[src/rtl/conv_acc_pkg.sv]
// Shared constants and helpers for the convolution accelerator datapath blocks.
package conv_acc_pkg;

  localparam int LB_DATA_W = 64;
  localparam int LB_DEPTH  = 8;
  localparam int LB_PRIME  = 3;

  // Ceiling log2, usable in parameter expressions; clog2(1) == 0.
  function automatic int clog2(input int n);
    int r;
    r = 0;
    while ((1 << r) < n) r++;
    return r;
  endfunction

endpackage

[src/rtl/sdp_ram.sv]
// Simple dual-port storage: synchronous write port, registered read port with read enable.
module sdp_ram
  import conv_acc_pkg::*;
#(
  parameter int DATA_W = LB_DATA_W,
  parameter int DEPTH  = LB_DEPTH,
  parameter int AW     = clog2(DEPTH)
) (
  input  logic              clk,
  input  logic              rst,
  input  logic              wr_en_i,
  input  logic [AW-1:0]     wr_addr_i,
  input  logic [DATA_W-1:0] wr_data_i,
  input  logic              rd_en_i,
  input  logic [AW-1:0]     rd_addr_i,
  output logic [DATA_W-1:0] rd_data_o
);

  logic [DATA_W-1:0] mem_q [DEPTH];
  logic [DATA_W-1:0] rd_data_q;

  // NOTE: the array has no reset so it maps onto RAM macros/LUTRAM; only the
  // read register is reset. Sequential state is always written with <=.
  always_ff @(posedge clk) begin
    if (wr_en_i) mem_q[wr_addr_i] <= wr_data_i;
  end

  always_ff @(posedge clk or posedge rst) begin
    if (rst)          rd_data_q <= '0;
    else if (rd_en_i) rd_data_q <= mem_q[rd_addr_i];
  end

  assign rd_data_o = rd_data_q;

endmodule

[src/rtl/line_buf_ctrl.sv]
// Line buffer controller: primed circular buffer with a registered read stage,
// sticky overflow flag and a synchronous clear through en.
module line_buf_ctrl
  import conv_acc_pkg::*;
#(
  parameter int DATA_W = LB_DATA_W,
  parameter int DEPTH  = LB_DEPTH,
  parameter int PRIME  = LB_PRIME,
  localparam int AW    = clog2(DEPTH),
  localparam int CW    = clog2(DEPTH + 1)
) (
  input  logic              clk,
  input  logic              rst,
  input  logic              en,
  input  logic              wr_valid,
  output logic              wr_ready,
  input  logic [DATA_W-1:0] wr_data,
  input  logic              stall,
  output logic              rd_valid,
  input  logic              rd_ready,
  output logic [DATA_W-1:0] rd_data,
  output logic [CW-1:0]     count,
  output logic              primed,
  output logic              overflow_err
);

  localparam logic [CW-1:0] DEPTH_C = CW'(DEPTH);
  localparam logic [CW-1:0] PRIME_C = CW'(PRIME);

  logic [AW-1:0] wr_ptr_q, wr_ptr_d;
  logic [AW-1:0] rd_ptr_q, rd_ptr_d;
  logic [CW-1:0] count_q, count_d;
  logic          primed_q, primed_d;
  logic          rd_valid_q, rd_valid_d;
  logic          overflow_q, overflow_d;
  logic          push, pop;

  assign wr_ready = en && (count_q < DEPTH_C);
  assign push     = wr_valid && wr_ready;
  // count_q != 0 guarantees the read slot was written on an earlier edge.
  assign pop      = en && primed_q && (count_q != '0) && !stall &&
                    (!rd_valid_q || rd_ready);

  // NOTE: every next-state signal gets its default first so no latch is inferred.
  always_comb begin
    wr_ptr_d   = wr_ptr_q;
    rd_ptr_d   = rd_ptr_q;
    count_d    = count_q;
    primed_d   = primed_q;
    rd_valid_d = rd_valid_q;
    overflow_d = overflow_q;
    if (!en) begin
      wr_ptr_d   = '0;
      rd_ptr_d   = '0;
      count_d    = '0;
      primed_d   = 1'b0;
      rd_valid_d = 1'b0;
      overflow_d = 1'b0;
    end else begin
      if (push) wr_ptr_d = wr_ptr_q + AW'(1);
      if (pop)  rd_ptr_d = rd_ptr_q + AW'(1);
      count_d = count_q + CW'(push) - CW'(pop);
      if (pop)                          rd_valid_d = 1'b1;
      else if (rd_ready && rd_valid_q)  rd_valid_d = 1'b0;
      if (wr_valid && !wr_ready)        overflow_d = 1'b1;
      if (count_d >= PRIME_C)           primed_d   = 1'b1;
    end
  end

  always_ff @(posedge clk or posedge rst) begin
    if (rst) begin
      wr_ptr_q   <= '0;
      rd_ptr_q   <= '0;
      count_q    <= '0;
      primed_q   <= 1'b0;
      rd_valid_q <= 1'b0;
      overflow_q <= 1'b0;
    end else begin
      wr_ptr_q   <= wr_ptr_d;
      rd_ptr_q   <= rd_ptr_d;
      count_q    <= count_d;
      primed_q   <= primed_d;
      rd_valid_q <= rd_valid_d;
      overflow_q <= overflow_d;
    end
  end

  sdp_ram #(
    .DATA_W (DATA_W),
    .DEPTH  (DEPTH),
    .AW     (AW)
  ) u_ram (
    .clk       (clk),
    .rst       (rst),
    .wr_en_i   (push),
    .wr_addr_i (wr_ptr_q),
    .wr_data_i (wr_data),
    .rd_en_i   (pop),
    .rd_addr_i (rd_ptr_q),
    .rd_data_o (rd_data)
  );

  assign rd_valid     = rd_valid_q;
  assign count        = count_q;
  assign primed       = primed_q;
  assign overflow_err = overflow_q;

endmodule

[config.mk]
export PLATFORM = sky130hd
export DESIGN_NAME = line_buf_ctrl
export DESIGN_NICKNAME = d
export VERILOG_FILES = /design/src/rtl/conv_acc_pkg.sv /design/src/rtl/sdp_ram.sv /design/src/rtl/line_buf_ctrl.sv
export SDC_FILE = /design/constraint.sdc
export NUM_CORES = 1
export LEC_CHECK = 0
export ABC_AREA = 1
export BUFFER_PORTS_ARGS = -buffer_cell sky130_fd_sc_hd__buf_2
export CORE_ASPECT_RATIO = 0.9
export CORE_MARGIN = 3
export CORE_UTILIZATION = 44
export DETAILED_ROUTE_END_ITERATION = 6
export GPL_ROUTABILITY_DRIVEN = 0
export PLACE_DENSITY_LB_ADDON = 0.15
export SLEW_MARGIN = 20
export SYNTH_ARGS = -nofsm -noshare
export SYNTH_HDL_FRONTEND = slang
export SYNTH_SLANG_ARGS = --single-unit
[constraint.sdc]
create_clock -name clk -period 6.1 [get_ports clk]
set_input_delay 1.22 -clock clk [delete_from_list [all_inputs] [get_ports clk]]
set_output_delay 1.22 -clock clk [all_outputs]
set_load 0.02 [all_outputs]
Word level (Yosys, flattened, before mapping)
Memories as Yosys holds them, arrays and structs flattened. A register that Yosys moved wholly into a read port is not among the register bits.
Cells that the tools add are included.
{ "op_classes": {"addsub": 4, "order_cmp": 2, "n_eq_ne": 5, "mux": 14, "n_reduce_logical": 13} }
{ "op_table": {"columns": ["op", "n"], "rows": [
  ["3-bit 2-to-1 mux", 4],
  ["1-bit 2-to-1 mux", 9],
  ["1-bit logical AND", 8],
  ["2-bit by 1-bit != test with 1-bit output (second input constant)", 4],
  ["3-bit by 1-bit adder with 3-bit output (second input constant)", 2],
  ["4-bit by 1-bit adder with 4-bit output", 1],
  ["4-bit by 2-bit greater-or-equal comparator with 1-bit output (second input constant)", 1],
  ["4-bit less-than comparator (second input constant)", 1],
  ["4-bit 2-to-1 mux", 1],
  ["4-bit nonzero test", 1],
  ["4-bit by 1-bit subtractor with 4-bit output", 1],
  ["1-bit zero test", 3],
  ["3-bit by 1-bit != test with 1-bit output (second input constant)", 1],
  ["1-bit logical OR", 1]
]} }
{ "word_totals": {"register_bits": 13, "mem_bits_rw": 512, "input_bits": 70, "elab_cells": 45, "mem_count": 1} }
{ "mem_list": {"columns": ["name", "words", "width", "read_ports", "rd_ports_with_merged_regs", "write_ports", "line", "text"], "rows": [
  ["u_ram.mem_q", 8, 64, 1, 1, 1, "sdp_ram.sv:19", "logic [DATA_W-1:0] mem_q [DEPTH];"]
]} }

Depth between registers and ports, before layout
{ "logic_depth": {"depth_word": 8, "mapped_depth": 15} }

By module
From an unflattened synthesis, not the netlist that was laid out.
{ "hier_totals": {"hier_cells": 2330, "area_unflattened_um2": 24790.0} }
{ "by_module_without_submodules": {"columns": ["mod", "instances", "cells_per_inst", "area_each_um2"], "rows": [
  ["sdp_ram", 1, 2245, 24038.1],
  ["line_buf_ctrl", 1, 85, 752.0]
]} }

Worst setup path after synthesis
OpenSTA, ideal clock, no wires.
{ "synth_path": {"path_kind": "input-to-reg", "from": "input port en", "to": "memory u_ram.mem_q[0][0] (netlist name), enable pin", "setup_ns": 0.486, "arrival_time_ns": 4.835, "setup_slack_ns": 0.779, "path_stages": 7, "cell_sequence": "buf_4 > inv_1 > nor2_1 > nand2_1 > inv_1 > nand2_1 > nor2_1"} }
{ "synth_via": {"elab_chain_len": 4} }
{ "synth_lines": {"columns": ["item", "line", "text"], "rows": [
  ["from (decl)", "line_buf_ctrl.sv:14", "input logic en,"],
  ["1-bit logical AND", "line_buf_ctrl.sv:38", "assign wr_ready = en && (count_q < DEPTH_C);"],
  ["named net wr_ready", "line_buf_ctrl.sv:16", "output logic wr_ready,"],
  ["1-bit logical AND", "line_buf_ctrl.sv:39", "assign push = wr_valid && wr_ready;"],
  ["1-bit 2-to-1 mux", "sdp_ram.sv:25", "if (wr_en_i) mem_q[wr_addr_i] <= wr_data_i;"],
  ["1-bit 2-to-1 mux (implied by the code)", "sdp_ram.sv:25", null],
  ["to (decl)", "sdp_ram.sv:19", null]
]} }
The timed path passes the listed nets, and every way through them passes these cells.

Worst setup path after layout
{ "layout_path": {"from": "input port en", "to": "memory u_ram.mem_q[0][35] (netlist name), enable pin"} }
{ "layout_via": {"elab_chain_len": 4} }
{ "layout_lines": {"columns": ["item", "line"], "rows": [
  ["1-bit logical AND", "line_buf_ctrl.sv:38"],
  ["1-bit logical AND", "line_buf_ctrl.sv:39"],
  ["1-bit 2-to-1 mux", "sdp_ram.sv:25"],
  ["1-bit 2-to-1 mux (implied by the code)", "sdp_ram.sv:25"]
]} }
Every way passes these cells.

==> impl_metrics.env <==
export IMPL_status="finished, final reports clean"
export IMPL_final_common_cell="nand2_1"
export IMPL_routed_wl_um=60040
export IMPL_dr_pass1_iters=6
export IMPL_synthTopCellsByArea="edfxtp_1 (63%), nand2_1 (12%), nand3_1 (7.9%)"
export IMPL_r2r_end="rd_ptr_q[2]$_DFFE_PP0P_"
export IMPL_power_frac_clock=0.328
export IMPL_period_needed_ns=3.263
export IMPL_via_per_inst=5.006
export IMPL_p_sw_mw=3.286
export IMPL_via_count=16000
export IMPL_cts_sinks=589
export IMPL_synth_nets=2402
export IMPL_io_buffers=141
export IMPL_syn2layout_area_growth_pct=13.33
export IMPL_grt_pass1_vias=15780
export IMPL_die_area_um2=58680
export IMPL_rrSetupSlack_ns=3.17
export IMPL_cts_inserted_buffers=60
export IMPL_cp_end_kind="flip-flop"
export IMPL_cts_root_buffer="clkbuf_16"
export IMPL_clk_latency_ns=0.62
export IMPL_cts_tree="yes"
export IMPL_worst_pin_slew_ns=1.308
export IMPL_p_comb_frac=0.210
export IMPL_maxCapViolations=0
export IMPL_slew_violations=0
export IMPL_worstHoldPathCells=2
export IMPL_fmax_mhz=306.4
export IMPL_intPower_mw=7.368
export IMPL_hold_ws_ns=0.4715
export IMPL_drc=0
export IMPL_p_seq_frac=0.462
export IMPL_async_flop_share=0.1307
export IMPL_start_util=0.4487
export IMPL_yosys_warnings=0
export IMPL_period_share=0.5350
export IMPL_rsz0062_at_grt="false"
export IMPL_finalHoldViolCount=0
export IMPL_die_w_um=255.0
export IMPL_cp_max_fo=39
export IMPL_critPathArrivalTime_ns=3.55
export IMPL_h_tree_depth=2
export IMPL_yosys_area_top_type="edfxtp_1"
export IMPL_hold_class="reg -> reg"
export IMPL_power_share_switching=0.3085
export IMPL_critPathLaunchType="input pin"
export IMPL_min_to="u_ram.rd_data_o[20]$_DFFE_PP0P_"
export IMPL_grt_pass1_wl_um=93010
export IMPL_hold_buffers=0
export IMPL_ys_types=26
export IMPL_synth_seq_cells=589
export IMPL_critPathKind="in -> reg"
export IMPL_leakagePower_nw=12.21
export IMPL_grt_max_degree=226
export IMPL_holdCritStartpoint="u_ram.rd_data_o[20]$_DFFE_PP0P_"
export IMPL_ios=142
export IMPL_row_count=81
export IMPL_tns_ns=0
export IMPL_relSlewSlack=0.1279
export IMPL_synth_seq_area_share=0.7046
export IMPL_setup_viol=0
export IMPL_antenna_found_initial=8
export IMPL_utilization=0.5084
export IMPL_power_density_nw_per_um2=382.9
export IMPL_post_cts_repair_setup_buffers=0
export IMPL_finalClockSkew_ns=0.02054
export IMPL_syn_area_per_cell_um2=10.57
export IMPL_post_cts_resized=0
export IMPL_cp_required_ns=6.38
export IMPL_syn_inst=2324
export IMPL_nets=2516
export IMPL_die_h_um=230.1
export IMPL_synth_top_area_frac=0.6262
export IMPL_hpwl_um=31230
export IMPL_grtUsageTotal=0.2079
export IMPL_r2r_cells=6
export IMPL_routedWlPerCell_um=18.78
export IMPL_layout_drive_gt1_share=0.1053
export IMPL_r2r_start="rd_ptr_q[1]$_DFFE_PP0P_"
export IMPL_synth_enable_flop_cells=512
export IMPL_cts_path_max_buffers=3
export IMPL_synth_area_um2=24550
export IMPL_grt_ovfl_total=0
export IMPL_synth_flop_cell="edfxtp_1"
export IMPL_ant_nets=0
export IMPL_peakVddDrop_mv=0.2940
export IMPL_drtIter0Drc=1371
export IMPL_path_clk_slew_ns=0.06
export IMPL_core_area_um2=54730
export IMPL_critPathLaunch="en"
export IMPL_final_cell_mix="nand2_1 (790), edfxtp_1 (512), inv_1 (399)"
flip-flops by register name, summed over array words and instances, names as in the netlist:
name / cells
overflow_err: 1
u_ram.rd_data_o: 64
wr_ptr_q: 3
primed: 1
rd_ptr_q: 3
rd_valid: 1
u_ram.mem_q: 512
count: 4
cells by family (layout without fill, tap and decap cells):
group           count (synthesis)  count (layout)  synth area share
fa+ha+maj                       8               8          0.004382
simple gates                 1201            1201            0.2049
other cells                     0               2                 0
xor+xnor                        2               2         0.0007135
buf+inv                       517             682           0.08383
compound gates                  7               7          0.001579
flops                         589             589            0.7046
how the worst max path moves through the flow:
| stage | end | slack [ns] | cells past startpoint |
|---|---|---|---|
| final | u_ram.mem_q[0][35]$_DFFE_PP_ | 2.84 | 8 |
| after floorplan | u_ram.mem_q[0][0]$_DFFE_PP_ | 0.78 | 7 |
| after CTS | u_ram.mem_q[2][29]$_DFFE_PP_ | 2.71 | 8 |
| after global routing | u_ram.mem_q[0][35]$_DFFE_PP_ | 2.70 | 8 |
| after detailed placement | u_ram.mem_q[2][20]$_DFFE_PP_ | 2.05 | 8 |
| after global placement | u_ram.mem_q[2][59]$_DFFE_PP_ | 2.09 | 8 |
critical path, cell delays in order:
cell     delay, ns
buf_2         0.19
inv_1         0.13
nor2_1        0.17
nand2_1       0.18
inv_1         0.14
nand2_1       0.24
nor2_4        0.85
buf_12        0.36
power groups by stage:
stage / registers (mW) / clock network [mW] / logic (mW)
after detailed placement: 5.00 / 0 / 2.26
after global routing: 4.95 / 3.73 / 2.52
final: 4.92 / 3.49 / 2.24
after CTS: 4.92 / 3.57 / 2.27
after global placement: 5.00 / 0 / 2.24
after floorplan: 5.17 / 0 / 1.31
stage by stage:
step                power [mW]  setup slack [ns]  instances  instance area [um^2]
floorplan                6.484            0.7790       2324                 24550
global placement         7.236             2.094       3080                 25940
detailed placement       7.265             2.054       3080                 25940
CTS                      10.77             2.712       3193                 27790
global route             11.20             2.699       3196                 27830
finish                   10.65             2.837       3196                 27830
final cells by class:
cell class	instances	area, um^2
fill	4885	26900
sequential	589	17310
multi-input combinational	1218	5263
clock buffer	99	1728
inverter	403	1523
timing repair buffer	166	988.4
tap	705	882.1
clock inverter	14	126.4
antenna	2	5.005
cells in the mapped netlist (all sizes together), types with 2 or more instances:
library cell and count:
clkbuf 33, ha 7, nand3 389, dfrtp 77, buf 81, nor2 17, nand2 791, xnor2 2
inv 403, nand4 2, o21ai 4, edfxtp 512
metal layers:
layer / routed length [um] / track usage / share of wire
met5: 77 / 0 / 0.0013
met4: 1372 / 0.06003 / 0.023
met3: 3416 / 0.03664 / 0.057
met2: 27480 / 0.3292 / 0.46
met1: 27690 / 0.2958 / 0.46
Note: power is estimated with default switching activity, not from simulation.
